## src/rtl/operand_loader_if.sv

```systemverilog
// Bus bundle for operand_loader: narrow word stream in, parallel a/b/c bundle out,
// plus debug visibility of the staging state and word counter.
interface operand_loader_if #(
  parameter int DATAWIDTH = 64,
  parameter int BUSWIDTH  = 32
);
  localparam int KW = $clog2(3 * (DATAWIDTH / BUSWIDTH) + 2);

  // Both channels transfer on a rising edge where valid && ready; a source holds
  // its data stable while valid is high and ready is low.
  logic [BUSWIDTH-1:0]  in_data;
  logic                 in_valid;
  logic                 in_ready;
  logic [DATAWIDTH-1:0] a;
  logic [DATAWIDTH-1:0] b;
  logic [DATAWIDTH-1:0] c;
  logic                 out_valid;
  logic                 out_ready;
  logic                 err;
  logic                 dbg_full;
  logic [KW-1:0]        dbg_k;

  modport slave (
    input  in_data, in_valid, out_ready,
    output in_ready, a, b, c, out_valid, err, dbg_full, dbg_k
  );

  modport master (
    output in_data, in_valid, out_ready,
    input  in_ready, a, b, c, out_valid, err, dbg_full, dbg_k
  );
endinterface

```

## src/rtl/operand_loader.sv

```systemverilog
// Assembles a, b, c operands from a BUSWIDTH word stream into a staging buffer and
// hands completed bundles to an output buffer. Define OPERAND_LOADER_CHECKSUM_EN for a trailing XOR word.
module operand_loader #(
  parameter int DATAWIDTH = 64,
  parameter int BUSWIDTH  = 32
) (
  input  logic              clk,
  input  logic              rst,
  operand_loader_if.slave   bus
);
  localparam int N  = DATAWIDTH / BUSWIDTH;
  localparam int W  = 3 * N;
`ifdef OPERAND_LOADER_CHECKSUM_EN
  localparam int WT = W + 1;
`else
  localparam int WT = W;
`endif
  localparam int KW = $clog2(W + 2);

  typedef enum logic {
    ST_FILL,
    ST_FULL
  } stage_state_t;

  stage_state_t                  state_q, state_nxt;
  logic [KW-1:0]                 k_q, k_nxt;
  logic [W-1:0][BUSWIDTH-1:0]    stage_q, stage_nxt;
  logic [DATAWIDTH-1:0]          a_q, b_q, c_q;
  logic                          out_valid_q, out_valid_nxt;
  logic                          accept;
  logic                          last;
  logic                          chk_ok;
  logic                          mismatch;
  logic                          xfer;

  assign bus.in_ready = rst && (state_q == ST_FILL);
  assign accept       = bus.in_valid && bus.in_ready;
  assign last         = accept && (k_q == KW'(WT - 1));

`ifdef OPERAND_LOADER_CHECKSUM_EN
  logic [BUSWIDTH-1:0] chk_xor;
  logic                err_q;

  // The checksum word is never stored; it is compared against the full staging buffer.
  always_comb begin
    chk_xor = '0;
    for (int i = 0; i < W; i++) begin
      chk_xor = chk_xor ^ stage_q[i];
    end
  end
  assign chk_ok = (chk_xor == bus.in_data);

  always_ff @(posedge clk or negedge rst) begin
    if (!rst) begin
      err_q <= 1'b0;
    end else begin
      err_q <= mismatch;
    end
  end
  assign bus.err = err_q;
`else
  assign chk_ok  = 1'b1;
  assign bus.err = 1'b0;
`endif

  assign mismatch = last && !chk_ok;

  always_comb begin
    stage_nxt     = stage_q;
    k_nxt         = k_q;
    state_nxt     = state_q;
    out_valid_nxt = out_valid_q;
    xfer          = 1'b0;

    for (int i = 0; i < W; i++) begin
      if (accept && (k_q == KW'(i))) begin
        stage_nxt[i] = bus.in_data;
      end
    end
    if (accept) begin
      k_nxt = k_q + 1'b1;
    end

    // A bundle completing this edge moves straight out if the output slot frees up.
    if ((last && chk_ok) || (state_q == ST_FULL)) begin
      if (!out_valid_q || bus.out_ready) begin
        xfer          = 1'b1;
        k_nxt         = '0;
        state_nxt     = ST_FILL;
        out_valid_nxt = 1'b1;
      end else begin
        state_nxt = ST_FULL;
      end
    end else begin
      if (mismatch) begin
        k_nxt = '0;
      end
      if (out_valid_q && bus.out_ready) begin
        out_valid_nxt = 1'b0;
      end
    end
  end

  always_ff @(posedge clk or negedge rst) begin
    if (!rst) begin
      state_q     <= ST_FILL;
      k_q         <= '0;
      stage_q     <= '0;
      a_q         <= '0;
      b_q         <= '0;
      c_q         <= '0;
      out_valid_q <= 1'b0;
    end else begin
      state_q     <= state_nxt;
      k_q         <= k_nxt;
      stage_q     <= stage_nxt;
      out_valid_q <= out_valid_nxt;
      if (xfer) begin
        a_q <= stage_nxt[N-1:0];
        b_q <= stage_nxt[2*N-1:N];
        c_q <= stage_nxt[3*N-1:2*N];
      end
    end
  end

  assign bus.a         = a_q;
  assign bus.b         = b_q;
  assign bus.c         = c_q;
  assign bus.out_valid = out_valid_q;
  assign bus.dbg_full  = (state_q == ST_FULL);
  assign bus.dbg_k     = k_q;

endmodule

```

## src/flat_wrapper.sv

```systemverilog
// flat-port wrapper written by rule: the top's interface ports become plain ports
module operand_loader_flat 
#(
  parameter int DATAWIDTH = 64,
  parameter int BUSWIDTH  = 32
)
  (clk, rst, bus_in_data, bus_in_valid, bus_out_ready, bus_in_ready, bus_a, bus_b, bus_c, bus_out_valid, bus_err, bus_dbg_full, bus_dbg_k);
  operand_loader_if #(.DATAWIDTH(DATAWIDTH), .BUSWIDTH(BUSWIDTH)) bus_i ();
  input  logic clk;
  input  logic rst;
  input wire logic [$bits(bus_i.in_data)-1:0] bus_in_data;
  input wire logic [$bits(bus_i.in_valid)-1:0] bus_in_valid;
  input wire logic [$bits(bus_i.out_ready)-1:0] bus_out_ready;
  output wire logic [$bits(bus_i.in_ready)-1:0] bus_in_ready;
  output wire logic [$bits(bus_i.a)-1:0] bus_a;
  output wire logic [$bits(bus_i.b)-1:0] bus_b;
  output wire logic [$bits(bus_i.c)-1:0] bus_c;
  output wire logic [$bits(bus_i.out_valid)-1:0] bus_out_valid;
  output wire logic [$bits(bus_i.err)-1:0] bus_err;
  output wire logic [$bits(bus_i.dbg_full)-1:0] bus_dbg_full;
  output wire logic [$bits(bus_i.dbg_k)-1:0] bus_dbg_k;
  assign bus_i.in_data = bus_in_data;
  assign bus_i.in_valid = bus_in_valid;
  assign bus_i.out_ready = bus_out_ready;
  assign bus_in_ready = bus_i.in_ready;
  assign bus_a = bus_i.a;
  assign bus_b = bus_i.b;
  assign bus_c = bus_i.c;
  assign bus_out_valid = bus_i.out_valid;
  assign bus_err = bus_i.err;
  assign bus_dbg_full = bus_i.dbg_full;
  assign bus_dbg_k = bus_i.dbg_k;
  operand_loader #(.DATAWIDTH(DATAWIDTH), .BUSWIDTH(BUSWIDTH)) u_core (.clk(clk), .rst(rst), .bus(bus_i));
endmodule
```

## config.mk

```make
export PLATFORM = sky130hd
export DESIGN_NAME = operand_loader_flat
export DESIGN_NICKNAME = d
export VERILOG_FILES = /design/src/rtl/operand_loader_if.sv /design/src/rtl/operand_loader.sv /design/src/flat_wrapper.sv
export SDC_FILE = /design/constraint.sdc
export NUM_CORES = 1
export LEC_CHECK = 0
export CELL_PAD_IN_SITES_DETAIL_PLACEMENT = 1
export CELL_PAD_IN_SITES_GLOBAL_PLACEMENT = 1
export CORE_ASPECT_RATIO = 1.1
export CORE_MARGIN = 3
export CORE_UTILIZATION = 46
export DETAILED_ROUTE_END_ITERATION = 8
export PLACE_DENSITY = 0.9
export SKIP_CTS_REPAIR_TIMING = 1
export SYNTH_ARGS = -nofsm -noshare
export SYNTH_HDL_FRONTEND = slang
export SYNTH_SLANG_ARGS = --single-unit
```

## constraint.sdc

```tcl
create_clock -name clk -period 6.6 [get_ports clk]
set_clock_uncertainty 0.1 [all_clocks]
set_input_delay 1.98 -clock clk [delete_from_list [all_inputs] [get_ports clk]]
set_output_delay 1.98 -clock clk [all_outputs]
set_load 0.01 [all_outputs]
```

Word level (Yosys, flattened, before mapping):

Index checks and enable logic that the tools add are counted.

* add/subtract/negate cells: 1
* $mul: 0
* div/mod/pow operators: 0
* magnitude comparators: 0
* eq/ne operators: 6
* shifts and indexed selects: 0
* multiplexer cells: 15
* bitwise gates (word level): 1
* reductions and logical operators: 15

Operators with widths (number)
* $mux W32: 6
* $logic_and A1 B1 Y1: 9
* $mux W3: 3
* $eq A3 B2 Y1 const B: 2
* $eq A3 B3 Y1 const B: 2
* $mux W1: 6
* $add A3 B1 Y3 const B: 1
* $eq A3 B1 Y1 const B: 1
* $logic_not A3 Y1: 1
* $logic_or A1 B1 Y1: 2
* $ne A2 B2 Y1 const B: 1
* $reduce_and A2 Y1: 1
* $reduce_bool A2 Y1: 1
* $logic_not A1 Y1: 1
* $not A1 Y1: 1

* register bits after elaboration: 389
* bits in latches: 0
* RAM bits: 0
* bits in read-only memories: 0
* bits of input ports: 36
* output and inout port bits: 199
* logic and storage cells: 50
* memories kept: 0

Depth between registers and ports, before layout:

Gate-level depths: netlist of the first run.

* depth after elaboration: 7
* gate-level depth with buffers: 8
* gate-level depth less buffers: 5

Worst setup path after synthesis of the first run:

No wires, ideal clock.

* path kind: input-to-output
* from: in rst
* to: out bus_in_ready
* arrival: 2.742 ns
* setup slack: 1.778 ns
* stages on the path: 5
* path buffers: 3
* cells stage by stage: buf_2 > nand2b_1 > buf_2 > clkbuf_1 > inv_1

* word-level cells in the longest chain between the ends: 1

Ends and longest elaborated chain
* start: declaration: line flat_wrapper.sv:10 `input logic rst;`
* $logic_and A1 B1 Y1: line operand_loader.sv:36 `assign bus.in_ready = rst && (state_q == ST_FILL);`
* end: declaration: line flat_wrapper.sv:14 `output wire logic [$bits(bus_i.in_ready)-1:0] bus_in_ready;`

No other way between the ends.

Final worst setup path of the first run:

Same ends and word-level chain as after synthesis.

==> flow_metrics.tcl, run 1 <==
set metrics [dict create \
    synth_cells 1357 \
    via_per_inst 6.32 \
    grt_max_degree 179 \
    area_growth_pct 23.7 \
    timing.final.crit_share_pct 83.7 \
    ios 235 \
    drv_slew 0 \
    gp_congestion 0.798 \
    cp-end-kind "primary output" \
    path_cells "buf_8 -> nand2b_1 -> buf_4 -> inv_1 -> clkdlybuf4s50_1" \
    portBuffers 233 \
    place_ws_ns 1.08 \
    drcViolationCount 0 \
    slew_headroom_pct 20.0 \
    crit_fanout 57 \
    numCtsBuffers 40 \
    grt_overflow 0 \
    grt.total_usage_pct 28.3 \
    maxCapViolCount 0 \
    path_clk_slew_ns 0.06 \
    cp.required_ns 4.52 \
    synth.area.top_cells "dfrtp_1 62%, mux2_2 6.1%, a31oi_1 5.1%, a21oi_1 4.2%, nand3_1 4.1%" \
    slowest_stage "clkdlybuf4s50_1" \
    multiInputGateArea_sq_mm 0.00526 \
    power_mw 9.81 \
    hold_path.class "reg -> reg" \
    final_nets 1567 \
    async_flop_share_pct 100 \
    final-hold-violation-count 0 \
    die_h_um 199 \
    grt_pass1_wl_um 80800 \
    crit_start "rst" \
    wl_per_cell_um 26.4 \
    layout-drive-gt1-share_pct 12.5 \
    regArea_sq_mm 0.00973 \
    path_buf_inv 4 \
    cpPeakStageDelay_ns 0.54 \
    cp_top_family "buffers and inverters" \
    tritoncts "done" \
    synth_top_flop_cell "dfrtp_1" \
    synth-edff-count 0 \
    synthDistinctLibCells 33 \
    ys_warn_count 0 \
    antenna_cells 0 \
    wirelength_um 52400 \
    fmax_ghz 0.181 \
    htreeDepth 2 \
    yosysTopAreaCellShare_pct 62.2 \
    cp-start-kind "primary input" \
    dp.cells 1916 \
    min_from "u_core.stage_q[105]$_DFF_PN0_" \
    die_w_um 182 \
    grt_pass1_vias 13700 \
    p_per_area_mw_per_mm2 507 \
    setup_viol 0 \
    synth_area_sq_mm 0.0156 \
    synth.avg_cell_area_sq_um 11.5 \
    via_count 12500 \
    drt_iter0_drc 1176 \
    status "completed" \
    ir_drop_v 0.000231 \
    dr.pass1.iters 5 \
    coreArea_sq_mm 0.0334 \
    crit_type "in -> out" \
    antenna_left 0 \
    syn-num-nets 1398 \
    holdWs_ns 0.391 \
    seq_area_frac_synth_pct 62.2 \
    rsz0062_at_grt "false" \
    worst_pin_slew_ns 1.20 \
    antenna_found_initial 0 \
    rows 70 \
    arrival_ns 3.45 \
    regToRegStartpoint "u_core.bus.dbg_k[2]$_DFF_PN0_" \
    cellLeakagePower_nw 8.53 \
    finalCriticalPeriod_ns 5.53 \
    clock-root-buffer "clkbuf_16" \
    die_area_sq_mm 0.0362 \
    synth_largest_area_cell "dfrtp_1" \
    instances_no_fill 1983 \
    fill_cells 3399 \
    clock_latency_ns 0.52 \
    hpwl_um 31600 \
    synth_seq_cells 389 \
    setup_tns_ns 0 \
    fin_ws_ns 1.07 \
    initial_core_util_pct 46.9 \
    clock_sinks 389 \
    clock_path_buffers 3 \
]
==> cell type report <==
type / instances / area share [%]
multi-input cells: 832 / 27.2
clock buffers: 61 / 6.21
inverters: 7 / 0.136
repair buffers: 256 / 13.2
flip-flops and latches: 389 / 50.3
clock inverters: 6 / 0.155
well taps: 432 / 2.80
==> registers in the layout, indices dropped and copies added, names as in the netlist <==
name and cells:
u_core.bus.b 64, u_core.bus.out_valid 1, u_core.bus.dbg_full 1, u_core.bus.a 64, u_core.stage_q 192, u_core.bus.dbg_k 3
u_core.bus.c 64
==> final timing paths <==
check	end	slack (ns)	cells past startpoint
max	bus_in_ready	1.07	5
min	u_core.stage_q[105]$_DFF_PN0_	0.39	1
max reg2reg	u_core.bus.b[58]$_DFFE_PN0P_	3.34	4
min reg2reg	u_core.stage_q[105]$_DFF_PN0_	0.39	1
max in group asynchronous	u_core.bus.c[6]$_DFFE_PN0P_	2.88	3
min in group asynchronous	u_core.bus.b[29]$_DFFE_PN0P_	1.28	1
==> synth_stat cells (all sizes together), types with 2 or more instances <==
cell,instances
nand2b,4
nand3,129
nand2,134
clkbuf,81
o21ai,128
buf,48
mux2,96
a31oi,128
a21oi,131
dfrtp,389
and2,2
ha,5
nand4b,2
o32ai,32
inv,7
a2bb2oi,32
==> routing by layer <==
metal	track usage [%]	routed length [um]	part of all wire, %
met2	48.5	26400	50
met1	37.3	21100	40
met4	9.45	1520	2.9
met3	4.31	3370	6.4
met5	0	0	0
==> logic make-up (layout without fill, tap and decap cells) <==
| kind of cell | count (synthesis) | count (layout) | share of synthesized area, % |
|---|---|---|---|
| AOI/OAI and AO/OA | 452 | 452 | 17.7 |
| DFF | 389 | 389 | 62.2 |
| and+or+nand+nor | 278 | 278 | 8.18 |
| buffers and inverters | 136 | 330 | 4.43 |
| muxes | 96 | 96 | 7.06 |
| adders and majority gates | 5 | 5 | 0.400 |
| other | 1 | 1 | 0.0240 |
==> cells in the final DEF, fill, tap and decap left out, drive strengths merged <==
master | Yosys | routed
dfrtp | 389 | 389
clkbuf | 81 | 61
a41o | 1 | 1
and2 | 2 | 2
and4b | 1 | 1
clkdlybuf4s50 | 0 | 232
conb | 1 | 1
nor2 | 1 | 1
a2bb2oi | 32 | 32
clkinv | 0 | 6
inv | 7 | 7
nand4b | 2 | 2
nor4bb | 1 | 1
a21oi | 131 | 131
o21ai | 128 | 128
nand3b | 1 | 1
nand2b | 4 | 4
buf | 48 | 24
nand3 | 129 | 129
o32ai | 32 | 32
a31oi | 128 | 128
nand2 | 134 | 134
nor2b | 1 | 1
ha | 5 | 5
nand4bb | 1 | 1
and3b | 1 | 1
mux2 | 96 | 96
==> per-stage QoR <==
step	utilization [%]	instance area (sq um)
3_5_place_dp	54.3	18100
5_1_grt	57.9	19300
6_report	57.9	19300
2_1_floorplan	-	15600
3_3_place_gp	54.3	18100
4_1_cts	57.9	19300
==> power by group <==
group,switching [mW],leakage (nW),internal (mW)
registers,0.660,4.86,3.50
clock network,0.914,0.612,1.25
logic,1.79,3.05,1.70
total,3.36,8.53,6.45
No activity file was read; power rests on OpenSTA's default activity.
==> inputs of run 2 (changes only) <==
--- a/config.mk
+++ b/config.mk
@@ -9,9 +9,9 @@
 export CELL_PAD_IN_SITES_GLOBAL_PLACEMENT = 1
 export CORE_ASPECT_RATIO = 1.1
 export CORE_MARGIN = 3
-export CORE_UTILIZATION = 46
+export CORE_UTILIZATION = 43
 export DETAILED_ROUTE_END_ITERATION = 8
-export PLACE_DENSITY = 0.9
+export PLACE_DENSITY = 0.86
 export SKIP_CTS_REPAIR_TIMING = 1
 export SYNTH_ARGS = -nofsm -noshare
 export SYNTH_HDL_FRONTEND = slang
==> constraint.sdc (replaced) <==
create_clock -name clk -period 5.8 [get_ports clk]
set_clock_uncertainty 0.1 [all_clocks]
set_input_delay 1.74 -clock clk [delete_from_list [all_inputs] [get_ports clk]]
set_output_delay 1.74 -clock clk [all_outputs]
set_load 0.01 [all_outputs]
==> flow_metrics.tcl, run 2 (synthesis gave the netlist of run 1 again) <==
set metrics [dict create \
    ios 235 \
    worst_pin_slew_ns 1.34 \
    via_count 12400 \
    fill_cells 3685 \
    antenna_found_initial 0 \
    antenna_left 0 \
    maxCapViolCount 0 \
    multiInputGateArea_sq_mm 0.00526 \
    slew_headroom_pct 10.7 \
    numCtsBuffers 42 \
    hpwl_um 31800 \
    final_cell_mix "389 x dfrtp_1, 232 x clkdlybuf4s50_1, 134 x nand2_1" \
    top_register "u_core.stage_q" \
    via_per_inst 6.09 \
    die_area_sq_mm 0.0387 \
    clock_latency_ns 0.53 \
    wl_per_cell_um 25.6 \
    busiest_layer "met2" \
    initial_core_util_pct 44.1 \
    clock-root-buffer "clkbuf_16" \
    fmax_ghz 0.219 \
    postLayoutCellArea_sq_mm 0.0196 \
    regArea_sq_mm 0.00973 \
    path_cells "buf_8 -> nand2b_1 -> inv_1 -> clkdlybuf4s50_1" \
    final-hold-violation-count 0 \
    slowest_stage "clkdlybuf4s50_1" \
    cp-start-kind "primary input" \
    tritoncts "done" \
    setup_tns_ns 0 \
    grt_max_degree 167 \
    grt_pass1_wl_um 80300 \
    grt_overflow 0 \
    area_growth_pct 25.3 \
    rows 72 \
    largest_reg_flops 192 \
    cpPeakStageDelay_ns 0.53 \
    p_per_area_mw_per_mm2 582 \
    clock_path_buffers 3 \
    placed_area_sq_mm 0.0182 \
    dr.pass1.iters 5 \
    arrival_ns 2.73 \
    htreeDepth 2 \
    wirelength_um 52200 \
    hold_path.class "reg -> reg" \
    grt.total_usage_pct 26.5 \
    met3_usage_pct 5.61 \
    ir_drop_v 0.000304 \
    rsz0062_at_grt "false" \
    die_w_um 188 \
    finish.utilization_pct 55.2 \
    drcViolationCount 0 \
    layout-drive-gt1-share_pct 13.2 \
    antenna_cells 0 \
    path_clk_slew_ns 0.06 \
    status "completed" \
    setup_viol 0 \
    clock_sinks 389 \
    crit_fanout 31 \
    final_nets 1570 \
    drt_iter0_drc 866 \
    gp_congestion 0.762 \
    timing.final.crit_share_pct 78.9 \
    cellLeakagePower_nw 8.63 \
    met1_usage_pct 33.7 \
    final_common_cell "dfrtp_1" \
    cp-end-kind "primary output" \
    grt_pass1_vias 13500 \
    drv_slew 0 \
    finalCriticalPeriod_ns 4.57 \
    portBuffers 233 \
    coreArea_sq_mm 0.0355 \
    crit_type "in -> out" \
    met2_usage_pct 45.5 \
    cp.required_ns 3.96 \
    die_h_um 206 \
]
run 2: cell count changes in the layout (fill, tap and decap cells not counted), sizes merged:
cell / delta
buf: +1
bufinv: +3
clkbuf: -1
clkinv: +4
inv: +1
run 2: worst max-delay path, delay by kind of cell:
family / cells / cell delay, ns
buf+inv: 3 / 0.83
simple gates: 1 / 0.16
run 2: final timing paths:
check / to / slack (ns) / from / cells past startpoint
max: bus_in_ready / 1.23 / rst / 4
min: u_core.stage_q[106]$_DFF_PN0_ / 0.39 / u_core.stage_q[106]$_DFF_PN0_ / 1
max reg2reg: u_core.bus.b[14]$_DFFE_PN0P_ / 2.52 / u_core.bus.dbg_k[2]$_DFF_PN0_ / 5
min reg2reg: u_core.stage_q[106]$_DFF_PN0_ / 0.39 / u_core.stage_q[106]$_DFF_PN0_ / 1
max in group asynchronous: u_core.stage_q[105]$_DFF_PN0_ / 2.55 / rst / 3
min in group asynchronous: u_core.bus.b[55]$_DFFE_PN0P_ / 0.95 / rst / 1
run 2: area by class of cell:
cell class,instances,area share (%)
sequential,389,49.7
multi-input combinational,832,26.8
timing repair buffer,257,13.1
clock buffer,60,6.44
tap,481,3.07
clock inverter,14,0.772
inverter,7,0.134
run 2: per-layer routing:
metal  vias to the layer above  share of wire, %
li1                       5282                 -
met1                      6603                40
met2                       451                50
met3                        97               6.7
met4                         0               3.3
met5                         -                 0
run 2: where the power goes:
part	internal [mW]	leakage [nW]	switching [mW]	total [mW]
combinational	1.93	3.06	2.05	3.98
clock	1.65	0.708	1.09	2.74
sequential	3.99	4.86	0.698	4.68
total	7.57	8.63	3.84	11.4
run 2: through the flow:
step | worst slack (ns) | cells | hold slack [ns] | power, mW
after floorplan | 1.46 | 1357 | 0.355 | 6.43
after CTS | 1.21 | 2040 | 0.395 | 11.5
after global placement | 1.20 | 1966 | 0.368 | 8.34
after global routing | 1.16 | 2040 | 0.407 | 12.0
after detailed placement | 1.13 | 1966 | 0.379 | 8.65
final | 1.23 | 2040 | 0.390 | 11.4
==> inputs of run 3 (changes only) <==
==> constraint.sdc (replaced) <==
create_clock -name clk -period 4.3 [get_ports clk]
set_clock_uncertainty 0.1 [all_clocks]
set_input_delay 1.29 -clock clk [delete_from_list [all_inputs] [get_ports clk]]
set_output_delay 1.29 -clock clk [all_outputs]
set_load 0.01 [all_outputs]
==> flow_metrics.tcl, run 3 (synthesis gave the netlist of run 1 again) <==
set metrics [dict create \
    clock_latency_ns 0.53 \
    initial_core_util_pct 44.1 \
    area_growth_pct 25.6 \
    cp-start-kind "primary input" \
    cp.required_ns 2.91 \
    worst_pin_slew_ns 1.21 \
    final_common_cell "dfrtp_1" \
    ir_drop_v 0.000357 \
    final-hold-violation-count 0 \
    p_per_area_mw_per_mm2 774 \
    regArea_sq_mm 0.00973 \
    grt_pass1_wl_um 80400 \
    gp_congestion 0.777 \
    drcViolationCount 0 \
    antenna_left 0 \
    drt_iter0_drc 1130 \
    crit_end "bus_in_ready" \
    maxCapViolCount 0 \
    grt_pass1_vias 13400 \
    layout-drive-gt1-share_pct 13.5 \
    ios 235 \
    setup_tns_ns 0 \
    r2r_slack_ns 1.15 \
    grt.total_usage_pct 26.5 \
    drv_slew 0 \
    hpwl_um 31900 \
    wl_per_cell_um 25.4 \
    coreArea_sq_mm 0.0355 \
    clock_sinks 389 \
    crit_fanout 14 \
    cp-end-kind "primary output" \
    setup_viol 0 \
    crit_type "in -> out" \
    final_nets 1577 \
    r2r-end "u_core.bus.c[18]$_DFFE_PN0P_" \
    die_area_sq_mm 0.0387 \
    cellLeakagePower_nw 8.64 \
    final_cell_mix "389 x dfrtp_1, 232 x clkdlybuf4s50_1, 134 x nand2_1" \
    finish.utilization_pct 55.3 \
    die_w_um 188 \
    fmax_ghz 0.286 \
    clock-root-buffer "clkbuf_16" \
    multiInputGateArea_sq_mm 0.00526 \
    portBuffers 233 \
    slew_headroom_pct 19.4 \
    arrival_ns 2.11 \
    htreeDepth 2 \
    hold_path.class "reg -> reg" \
    rows 72 \
    largest_reg_flops 192 \
    finalCriticalPeriod_ns 3.50 \
    die_h_um 206 \
    dr.pass1.iters 5 \
    path_clk_slew_ns 0.06 \
    via_per_inst 6.06 \
    crit_start "rst" \
    via_count 12400 \
    grt_max_degree 163 \
    timing.final.crit_share_pct 81.4 \
    wirelength_um 52100 \
    status "completed" \
    grt_overflow 0 \
    place_ws_ns 0.687 \
    antenna_cells 0 \
    numCtsBuffers 41 \
    fin_ws_ns 0.799 \
    top_register "u_core.stage_q" \
    rsz0062_at_grt "false" \
    clock_path_buffers 3 \
    holdWs_ns 0.391 \
    antenna_found_initial 0 \
    fill_cells 3677 \
    rr_worst_depth 5 \
    regToRegStartpoint "u_core.bus.dbg_k[1]$_DFF_PN0_" \
    tritoncts "done" \
]
run 3: layer usage:
layer	part of all wire (%)	track usage (%)	vias to the layer above
met4	3.4	9.30	0
met5	0	0	-
met1	42	35.1	6524
met2	49	44.3	494
met3	6.2	4.63	112
li1	-	-	5295
run 3: critical path, stage by stage:
cell	delay [ns]
buf_8	0.15
nand2b_1	0.09
inv_1	0.05
clkdlybuf4s50_1	0.52
run 3: power by group:
group	leakage, nW	internal (mW)	switching [mW]
registers	4.86	5.38	0.999
logic	3.12	2.62	2.69
clock network	0.662	2.05	1.47
total	8.64	10.1	5.15
run 3: per-stage QoR:
stage	instance area, sq um	instances	power [mW]
3_5_place_dp	18300	1974	11.7
5_1_grt	19600	2050	16.0
6_report	19600	2050	15.2
3_3_place_gp	18300	1974	11.3
4_1_cts	19600	2050	15.3
2_1_floorplan	15600	1357	8.67
run 3: worst min path at each step:
stage / startpoint / end / slack, ns / depth (start not counted)
floorplan: u_core.stage_q[144]$_DFF_PN0_ / u_core.stage_q[144]$_DFF_PN0_ / 0.35 / 2
global placement: u_core.stage_q[167]$_DFF_PN0_ / u_core.stage_q[167]$_DFF_PN0_ / 0.37 / 1
detailed placement: u_core.stage_q[126]$_DFF_PN0_ / u_core.stage_q[126]$_DFF_PN0_ / 0.38 / 1
CTS: u_core.stage_q[126]$_DFF_PN0_ / u_core.stage_q[126]$_DFF_PN0_ / 0.39 / 1
global route: u_core.stage_q[167]$_DFF_PN0_ / u_core.stage_q[167]$_DFF_PN0_ / 0.41 / 1
finish: u_core.bus.b[46]$_DFFE_PN0P_ / u_core.bus.b[46]$_DFFE_PN0P_ / 0.39 / 1
run 3: layout make-up:
class	instances	share of cell area, %
flip-flops and latches	389	49.6
multi-input cells	832	26.8
repair buffers	265	13.6
clock buffers	63	6.32
well taps	481	3.06
clock inverters	13	0.503
inverters	7	0.134
